===== config.mk =====
export PLATFORM = sky130hd
export DESIGN_NAME = axis2axil_bridge
export DESIGN_NICKNAME = d
export VERILOG_FILES = /design/src/rtl/axis2axil_pkg.sv /design/src/rtl/axis_word_ser.sv /design/src/rtl/axis2axil_bridge.sv
export SDC_FILE = /design/constraint.sdc
export NUM_CORES = 1
export LEC_CHECK = 0
export BUFFER_PORTS_ARGS = -buffer_cell sky130_fd_sc_hd__buf_2
export CORE_ASPECT_RATIO = 1.1
export CORE_UTILIZATION = 44
export DETAILED_ROUTE_END_ITERATION = 10
export PLACE_DENSITY = 0.66
export SLEW_MARGIN = 5
export SYNTH_ARGS = -nofsm -noshare
export SYNTH_HDL_FRONTEND = slang
export SYNTH_SLANG_ARGS = --single-unit

===== constraint.sdc =====
create_clock -name aclk -period 7.9 [get_ports aclk]
set_clock_uncertainty 0.05 [all_clocks]
set_input_delay 0.395 -clock aclk [delete_from_list [all_inputs] [get_ports aclk]]
set_output_delay 0.395 -clock aclk [all_outputs]
set_load 0.01 [all_outputs]

===== src/rtl/axis2axil_pkg.sv =====
// Shared definitions for the AXIS byte-stream to AXI4-Lite bridge.
// Holds the command and status codes, the bridge FSM state encoding and the status merge helper.
// Ports: none (package).
package axis2axil_pkg;

   localparam logic [7:0] CMD_NOP     = 8'h00;
   localparam logic [7:0] CMD_READ    = 8'h01;
   localparam logic [7:0] CMD_WRITE   = 8'h02;

   localparam logic [7:0] STS_OK      = 8'h00;
   localparam logic [7:0] STS_ILLEGAL = 8'hFF;

   typedef enum logic [2:0] {
      ST_IDLE,
      ST_LEN,
      ST_ADDR,
      ST_WDATA,
      ST_WAXI,
      ST_RAXI,
      ST_RTX,
      ST_STATUS
   } state_t;

   // States in which the RX byte port accepts data.
   function automatic logic rx_state(input state_t s);
      return (s == ST_IDLE) || (s == ST_LEN) || (s == ST_ADDR) || (s == ST_WDATA);
   endfunction

   // Keep the first non-OKAY response of a frame; later responses never overwrite it.
   function automatic logic [7:0] merge_sts(input logic [7:0] sts, input logic [1:0] resp);
      return ((sts == STS_OK) && (resp != 2'b00)) ? {6'b0, resp} : sts;
   endfunction

endpackage


===== src/rtl/axis_word_ser.sv =====
// Purpose: serialise one parallel word onto an 8-bit AXIS stream, least-significant byte first.
// Latency: first byte valid the cycle after load; one byte per cycle while tready is high.
// Backpressure: tdata/tvalid held while tready is low; load is only honoured when busy is low.
// Ports: clk, rst (async, active-high), load/word (parallel input), busy, tdata/tvalid/tready (byte output).
module axis_word_ser #(
   parameter int DATA_BYTES = 4
) (
   input  logic                    clk,
   input  logic                    rst,
   input  logic                    load,
   input  logic [8*DATA_BYTES-1:0] word,
   output logic                    busy,
   output logic [7:0]              tdata,
   output logic                    tvalid,
   input  logic                    tready
);

   logic [8*DATA_BYTES-1:0] sreg;
   logic [3:0]              cnt;

   always_ff @(posedge clk or posedge rst) begin
      if (rst) begin
         sreg <= '0;
         cnt  <= '0;
      end else if (load && !busy) begin
         sreg <= word;
         cnt  <= 4'(DATA_BYTES);
      end else if (tvalid && tready) begin
         sreg <= sreg >> 8;
         cnt  <= cnt - 4'd1;
      end
   end

   assign busy   = (cnt != 4'd0);
   assign tvalid = busy;
   assign tdata  = sreg[7:0];

endmodule


===== src/rtl/axis2axil_bridge.sv =====
// Purpose: decode CMD/LEN/ADDR[/DATA] byte frames into AXI4-Lite bursts and answer with read data plus a status byte.
// Latency: last RX byte of a write word to awvalid = 2 cycles; last ADDR byte to arvalid = 2 cycles.
// Backpressure: RX tready (registered, from FSM state) is low while AXI is outstanding or TX is busy; TX held until tready.
// Ports: aclk, areset (async, active-high), s_axis_* RX bytes, m_axis_* TX bytes,
//        m_axi_aw*/w*/b* write channels, m_axi_ar*/r* read channels (one transaction outstanding).
module axis2axil_bridge
   import axis2axil_pkg::*;
#(
   parameter int ADDR_BYTES = 2,
   parameter int DATA_BYTES = 4
) (
   input  logic                    aclk,
   input  logic                    areset,
   input  logic [7:0]              s_axis_tdata,
   input  logic                    s_axis_tvalid,
   output logic                    s_axis_tready,
   output logic [7:0]              m_axis_tdata,
   output logic                    m_axis_tvalid,
   input  logic                    m_axis_tready,
   output logic [31:0]             m_axi_awaddr,
   output logic [2:0]              m_axi_awprot,
   output logic                    m_axi_awvalid,
   input  logic                    m_axi_awready,
   output logic [8*DATA_BYTES-1:0] m_axi_wdata,
   output logic [DATA_BYTES-1:0]   m_axi_wstrb,
   output logic                    m_axi_wvalid,
   input  logic                    m_axi_wready,
   input  logic [1:0]              m_axi_bresp,
   input  logic                    m_axi_bvalid,
   output logic                    m_axi_bready,
   output logic [31:0]             m_axi_araddr,
   output logic [2:0]              m_axi_arprot,
   output logic                    m_axi_arvalid,
   input  logic                    m_axi_arready,
   input  logic [8*DATA_BYTES-1:0] m_axi_rdata,
   input  logic [1:0]              m_axi_rresp,
   input  logic                    m_axi_rvalid,
   output logic                    m_axi_rready
);

   localparam int         AW        = 8 * ADDR_BYTES;
   localparam int         DW        = 8 * DATA_BYTES;
   localparam logic [2:0] ADDR_LAST = 3'(ADDR_BYTES - 1);
   localparam logic [2:0] DATA_LAST = 3'(DATA_BYTES - 1);

   state_t          state, state_nx;
   logic [7:0]      len, word_cnt, sts;
   logic [2:0]      byte_cnt;
   logic [AW-1:0]   addr_cur;   // address of the current word, wraps within ADDR_BYTES
   logic [DW-1:0]   wbuf;
   logic            is_write;
   logic            issued;     // AXI request for the current word already launched
   logic            rx_hs, b_hs, r_hs, last_word;
   logic            ser_load, ser_busy, ser_tvalid, ser_tready;
   logic [7:0]      ser_tdata;

   assign rx_hs     = s_axis_tvalid && s_axis_tready;
   assign b_hs      = m_axi_bvalid && m_axi_bready;
   assign r_hs      = m_axi_rvalid && m_axi_rready;
   assign last_word = (word_cnt == len);

   assign m_axi_awprot = 3'b000;
   assign m_axi_arprot = 3'b000;

   // State register.
   always_ff @(posedge aclk or posedge areset) begin
      if (areset) state <= ST_IDLE;
      else        state <= state_nx;
   end

   // Next-state logic.
   always_comb begin
      state_nx = state;
      case (state)
         ST_IDLE:   if (rx_hs) begin
                       if (s_axis_tdata == CMD_READ || s_axis_tdata == CMD_WRITE) state_nx = ST_LEN;
                       else if (s_axis_tdata != CMD_NOP)                          state_nx = ST_STATUS;
                    end
         ST_LEN:    if (rx_hs) state_nx = ST_ADDR;
         ST_ADDR:   if (rx_hs && byte_cnt == ADDR_LAST) state_nx = is_write ? ST_WDATA : ST_RAXI;
         ST_WDATA:  if (rx_hs && byte_cnt == DATA_LAST) state_nx = ST_WAXI;
         ST_WAXI:   if (b_hs) state_nx = last_word ? ST_STATUS : ST_WDATA;
         ST_RAXI:   if (r_hs) state_nx = ST_RTX;
         ST_RTX:    if (!ser_busy) state_nx = last_word ? ST_STATUS : ST_RAXI;
         ST_STATUS: if (m_axis_tready) state_nx = ST_IDLE;
         default:   state_nx = ST_IDLE;
      endcase
   end

   // Output decode: TX is the serializer except in STATUS, where the status byte is driven directly.
   always_comb begin
      ser_load      = (state == ST_RAXI) && r_hs;
      ser_tready    = m_axis_tready && (state != ST_STATUS);
      m_axis_tvalid = (state == ST_STATUS) || ser_tvalid;
      m_axis_tdata  = (state == ST_STATUS) ? sts : ser_tdata;
   end

   // Datapath and registered AXI/RX control.
   always_ff @(posedge aclk or posedge areset) begin
      if (areset) begin
         s_axis_tready <= 1'b0;
         m_axi_awaddr  <= '0;
         m_axi_awvalid <= 1'b0;
         m_axi_wdata   <= '0;
         m_axi_wstrb   <= '0;
         m_axi_wvalid  <= 1'b0;
         m_axi_bready  <= 1'b0;
         m_axi_araddr  <= '0;
         m_axi_arvalid <= 1'b0;
         m_axi_rready  <= 1'b0;
         len           <= '0;
         word_cnt      <= '0;
         byte_cnt      <= '0;
         addr_cur      <= '0;
         wbuf          <= '0;
         sts           <= STS_OK;
         is_write      <= 1'b0;
         issued        <= 1'b0;
      end else begin
         // Registered copy of the RX-accepting state decode, so tready is 0 throughout reset.
         s_axis_tready <= rx_state(state_nx);
         case (state)
            ST_IDLE: if (rx_hs) begin
               is_write <= (s_axis_tdata == CMD_WRITE);
               sts      <= (s_axis_tdata <= CMD_WRITE) ? STS_OK : STS_ILLEGAL;
               word_cnt <= '0;
               byte_cnt <= '0;
            end
            ST_LEN: if (rx_hs) begin
               len      <= s_axis_tdata;
               byte_cnt <= '0;
            end
            ST_ADDR: if (rx_hs) begin
               // Little-endian: shift in from the top so the first byte ends up in the LSBs.
               addr_cur <= AW'({s_axis_tdata, addr_cur} >> 8);
               byte_cnt <= (byte_cnt == ADDR_LAST) ? 3'd0 : byte_cnt + 3'd1;
               issued   <= 1'b0;
            end
            ST_WDATA: if (rx_hs) begin
               wbuf     <= DW'({s_axis_tdata, wbuf} >> 8);
               byte_cnt <= (byte_cnt == DATA_LAST) ? 3'd0 : byte_cnt + 3'd1;
            end
            ST_WAXI: begin
               if (!issued) begin
                  m_axi_awaddr  <= 32'(addr_cur);
                  m_axi_wdata   <= wbuf;
                  m_axi_wstrb   <= '1;
                  m_axi_awvalid <= 1'b1;
                  m_axi_wvalid  <= 1'b1;
                  m_axi_bready  <= 1'b1;
                  issued        <= 1'b1;
               end else begin
                  if (m_axi_awvalid && m_axi_awready) m_axi_awvalid <= 1'b0;
                  if (m_axi_wvalid && m_axi_wready)   m_axi_wvalid  <= 1'b0;
                  if (b_hs) begin
                     m_axi_bready <= 1'b0;
                     sts          <= merge_sts(sts, m_axi_bresp);
                     issued       <= 1'b0;
                     if (!last_word) begin
                        word_cnt <= word_cnt + 8'd1;
                        addr_cur <= addr_cur + AW'(DATA_BYTES);
                     end
                  end
               end
            end
            ST_RAXI: begin
               if (!issued) begin
                  m_axi_araddr  <= 32'(addr_cur);
                  m_axi_arvalid <= 1'b1;
                  m_axi_rready  <= 1'b1;
                  issued        <= 1'b1;
               end else begin
                  if (m_axi_arvalid && m_axi_arready) m_axi_arvalid <= 1'b0;
                  if (r_hs) begin
                     m_axi_rready <= 1'b0;
                     sts          <= merge_sts(sts, m_axi_rresp);
                     issued       <= 1'b0;
                  end
               end
            end
            ST_RTX: if (!ser_busy && !last_word) begin
               word_cnt <= word_cnt + 8'd1;
               addr_cur <= addr_cur + AW'(DATA_BYTES);
            end
            default: ;
         endcase
      end
   end

   axis_word_ser #(
      .DATA_BYTES (DATA_BYTES)
   ) u_ser (
      .clk    (aclk),
      .rst    (areset),
      .load   (ser_load),
      .word   (m_axi_rdata),
      .busy   (ser_busy),
      .tdata  (ser_tdata),
      .tvalid (ser_tvalid),
      .tready (ser_tready)
   );

endmodule

# Yosys cells after proc, flatten, opt, wreduce, memory -nomap -nowiden
# Index checks and enable logic that the tools add are counted.
# word_totals
regBits	187
latch_bits	0
mem_bits_rw	0
romBits	0
mem_count	0
# classes
n_addsub	4
n_mul	0
n_div	0
order_cmp	1
eq_ne	33
n_shift	0
mux	62
bitwise_logic	1
n_reduce_logical	51
# op_table
op	n
$mux W8	14
$mux W16	5
$mux W32	2
$mux W3	17
$pmux W16 S3	1
$pmux W8 S3	2
$pmux W3 S8	1
$reduce_and A2 Y1	11
$ne A2 B2 Y1 const B	10
$add A16 B3 Y16 const B	1
$eq A3 B2 Y1 const B	5
$logic_and A1 B1 Y1	15
$mux W1	15
$reduce_bool A3 Y1	5
$ne A2 B1 Y1 const B	7
$eq A3 B3 Y1 const B	4
$reduce_and A6 Y1	2
$eq A3 B1 Y1 const B	3
$pmux W3 S3	1
$add A8 B1 Y8 const B	1
$eq A8 B1 Y1 const B	1
$eq A8 B2 Y1 const B	1
$eq A8 B8 Y1	1
$le A8 B2 Y1 const B	1
17 further kinds	26

# Depth between registers and ports, before layout
# logic_depth
ltp_word	9
ltp_mapped	9
mapped_depth_nobuf	7

# Modules after synthesis
# A second synthesis with hierarchy kept.
# hier_totals
cells_unflattened	744
hier_area_um2	8555.7
# modules_own_cells
module	instances	cells_per_inst	area_each_um2	seq_area_each_um2
axis2axil_bridge	1	597	6880.3	3653.5
axis_word_ser	1	147	1675.4	900.9

# Worst setup path after synthesis
# Ideal clock, no wire load.
# synth_timing
path_type	register to register
from	register u_ser.cnt[0]
to	register addr_cur[6]
t_arrival_ns	1.857
required_ns	7.726
slack_ns	5.869
stages_incl_launch_ff	9
path_buffers	1
period_less_slack_ns	2.031
cell_sequence	dfrtp_1 inv_1 ha_1 or3b_4 mux2i_4 o211ai_2 and2_1 clkbuf_1 a211o_1
# synth_via
elab_chain_cells	5
# synth_lines
element	line_no	text
from (decl)	axis_word_ser.sv:19	logic [3:0] cnt;
from (signal assigned)	axis_word_ser.sv:27	cnt <= 4'(DATA_BYTES);
from (signal assigned)	axis_word_ser.sv:30	cnt <= cnt - 4'd1;
$reduce_bool A4 Y1	axis_word_ser.sv:34	assign busy = (cnt != 4'd0);
$logic_not A1 Y1	axis2axil_bridge.sv:181	ST_RTX: if (!ser_busy && !last_word) begin
$logic_and A1 B1 Y1	axis2axil_bridge.sv:181	
$ne A2 B2 Y1 (no source line)	n/a	
$reduce_and A6 Y1 (no source line)	n/a	
to (signal assigned)	axis2axil_bridge.sv:135	addr_cur <= AW'({s_axis_tdata, addr_cur} >> 8);
to (signal assigned)	axis2axil_bridge.sv:161	addr_cur <= addr_cur + AW'(DATA_BYTES);
to (signal assigned)	axis2axil_bridge.sv:183	addr_cur <= addr_cur + AW'(DATA_BYTES);
to (decl)	axis2axil_bridge.sv:49	logic [AW-1:0] addr_cur;
# Every way passes these cells.
# A chain may end at the register's enable or synchronous reset.

==> impl_metrics.py <==
metrics = {
    "finish": {
        "drive_above_1_share": 0.3384,
        "fillCellCount": 1662,
        "layout.nets": 907,
        "area_delta_synth_final_pct": 15.15,
        "stdcell_count": 1103,
        "num_antenna_cells": 0,
    },
    "placement": {
        "place_congestion": 0.9046,
        "io_buffers": 135,
        "hpwl_um": 12000,
        "dp.cells": 1071,
    },
    "yosys": {
        "synth_simple_gate_area_frac": 0.1062,
        "synth_top_family_by_area": "multiplexers",
        "synth_xor_xnor_area_share": 0.01148,
        "yosysWarnings": 0,
        "synthDistinctLibCells": 57,
        "synth_compound_area_frac": 0.09378,
        "synth-edff-count": 0,
        "syn-cell-area_mm2": 0.008392,
        "syn_area_per_cell_um2": 11.42,
        "synth_mux_area_frac": 0.1691,
        "synthAdderAreaFrac": 0.01044,
        "synthFlopType": "dfrtp_1",
        "async_flop_share": 1.000,
        "yosysSeqAreaShare": 0.5427,
        "netlist_instances": 735,
        "ys_seq_elements": 182,
    },
    "setup_path": {
        "critPathRequiredTime_ps": 8220,
        "r2r_setup_slack_ps": 5200,
        "r2r_cells": 5,
        "rr_endpoint": "u_ser.sreg[29]",
        "cp_max_fo": 17,
        "cp-endpoint": "u_ser.sreg[29]",
        "cp-end-kind": "flip-flop",
        "critical_path_arrival_ps": 3020,
        "crit_path_cell_trace": "nand3_1, and3_1, nor2_1, buf_4, a22o_1",
        "worstSetupStartpointType": "flip-flop",
        "cp_slowest_cell": "dfrtp_1",
        "path_class": "flip-flop to flip-flop",
        "cp_slowest_stage_delay_ps": 750,
    },
    "global_route": {
        "gr-max-usage-layer": "met2",
        "grt-ovfl-total": 0,
        "grt_use_met1": 0.2558,
        "use_met2": 0.2893,
        "grt_pass1_vias": 5562,
        "grt_usage": 0.1880,
        "met3_usage": 0.05487,
        "grt_pass1_wl_um": 29060,
        "grt_max_degree": 113,
        "antenna_found_initial": 2,
    },
    "outcome": {
        "status": "completed",
    },
    "timing": {
        "max_slew_margin": 0.3237,
        "period_needed_ps": 2700,
        "rsz0062_at_grt": "false",
        "final_max_slew_viol_count": 0,
        "setup_viol": 0,
        "setup_tns_ps": 0,
        "finalCritPeriodShare": 0.3417,
        "worstMarginPinSlew_ps": 1014,
        "max_freq_ghz": 0.3704,
        "timing_hold_violations_final": 0,
    },
    "cts": {
        "numCtsBuffers": 17,
        "clock_latency_ps": 430,
        "htreeDepth": 4,
        "cts_hold_buf": 0,
        "post_cts_buffers": 0,
        "ctsResizeCount": 0,
        "clkSinkCount": 182,
        "cts_root_buffer": "clkbuf_16",
        "clkTransAtPathRegs_ps": 70,
        "cts_tree": "yes",
        "clockBufferDepth": 2,
    },
    "route": {
        "dr.pass1.iters": 5,
        "avgRoutedWirePerCell_um": 15.96,
        "drcViolationCount": 0,
        "drt-vias-per-instance": 5.251,
        "antenna_left": 0,
        "vias": 5792,
        "drt_iter0_drc": 408,
        "wirelength_um": 17600,
    },
    "floorplanning": {
        "core-area_mm2": 0.01854,
        "io_pins": 174,
        "fp.dieArea_mm2": 0.01963,
        "die_x_um": 133.7,
        "row_count": 52,
        "start_util": 0.4526,
        "fp.dieH_um": 146.8,
    },
    "hold_path": {
        "hold_path_class": "primary input to flip-flop",
        "worstHoldStart": "m_axi_rdata[11]",
    },
    "power": {
        "p_leak_nw": 4.868,
        "power_density_mw_per_mm2": 331.2,
        "ir_drop_v": 0.0001869,
        "p_total_w": 0.003200,
    },
    "job": {
        "cap_violations": 0,
    },
}
[worst min path at each step]
stage               slack, ps  depth (start not counted)              to
detailed placement        410                          1    m_axi_wvalid
global route              120                          3   u_ser.sreg[3]
floorplan                 400                          2   u_ser.sreg[9]
CTS                       110                          3  u_ser.sreg[19]
global placement          400                          1    m_axi_wvalid
finish                    120                          3  u_ser.sreg[11]
[worst max-delay path, delay by kind of cell (launching register included)]
| kind | cells | cell delay [ps] |
|---|---|---|
| AND/OR/NAND/NOR | 3 | 1410 |
| flip-flops | 1 | 750 |
| AO/OA/AOI/OAI | 1 | 140 |
| buffers and inverters | 1 | 280 |
[registers in the layout, indices dropped and copies added, names as in the netlist, named ones only]
signal and cells:
u_ser.sreg 32, s_axis_tready 1, m_axi_wvalid 1, m_axi_wdata 32
byte_cnt 3, wbuf 32, m_axi_rready 1, state 1
m_axi_bready 1, sts 3, m_axi_wstrb 1, issued 1
m_axi_araddr 16, len 8, m_axi_awvalid 1, u_ser.cnt 4
addr_cur 16, m_axi_arvalid 1, m_axi_awaddr 16, word_cnt 8
is_write 1
[final cells by class]
class,instances,area (um2),share of cell area
well taps,243,304.0,0.03146
clock buffers,18,429.2,0.04441
repair buffers,140,713.2,0.07381
flip-flops and latches,182,4554,0.4713
multi-input cells,493,3442,0.3562
inverters,13,53.80,0.005568
clock inverters,14,166.4,0.01722
[synthesized netlist by cell type (15+ instances only)]
cell,count,area (um2)
mux2_2,106,1194
mux2i_1,18,180.2
o21ai_0,18,90.09
nand2_1,87,326.6
a21oi_1,20,100.1
buf_4,41,307.8
buf_2,22,110.1
o21ai_1,16,80.08
nor2_1,28,105.1
nand3_1,15,75.07
dfrtp_1,182,4554
clkbuf_1,18,67.56
[cell usage in the layout, fill, tap and decap left out, types with 8 or more instances in the layout]
cell type / n
a21oi_1: 20
a22o_1: 9
a22oi_1: 13
and3_1: 8
buf_2: 135
clkbuf_16: 17
conb_1: 38
dfrtp_1: 182
inv_1: 12
mux2_2: 106
mux2i_1: 18
nand2_1: 87
nand3_1: 15
nand4_1: 9
nor2_1: 27
o21ai_0: 18
o21ai_1: 16
xnor2_1: 10
[kinds of logic (layout without fill, tap and decap cells)]
kind of cell | after synthesis | in the layout
simple gates | 189 | 189
flops | 182 | 182
mux | 127 | 127
compound gates | 121 | 121
buf+inv | 97 | 185
xor+xnor | 11 | 11
fa+ha+maj | 7 | 7
other cells | 1 | 38
[stage by stage]
step                area [um2]  utilization  hold slack (ps)  worst slack [ps]
floorplan                 8531            -            395.2              2511
global placement          9067       0.4890            404.9              5284
detailed placement        9067       0.4890            409.9              5246
CTS                       9663       0.5211            106.0              5214
global route              9663       0.5211            117.0              4997
finish                    9663       0.5211            119.2              5200
[power breakdown]
group          internal [W]  switching [W]
Combinational      0.000445       0.000483
Sequential          0.00118       0.000234
Clock              0.000476       0.000382
[layer usage]
metal / wire length (um) / up-vias
met5: 23 / -
met4: 297 / 4
met3: 1207 / 32
met2: 8070 / 202
met1: 8004 / 2832
li1: - / 2722
No activity file was read; power rests on OpenSTA's default activity.
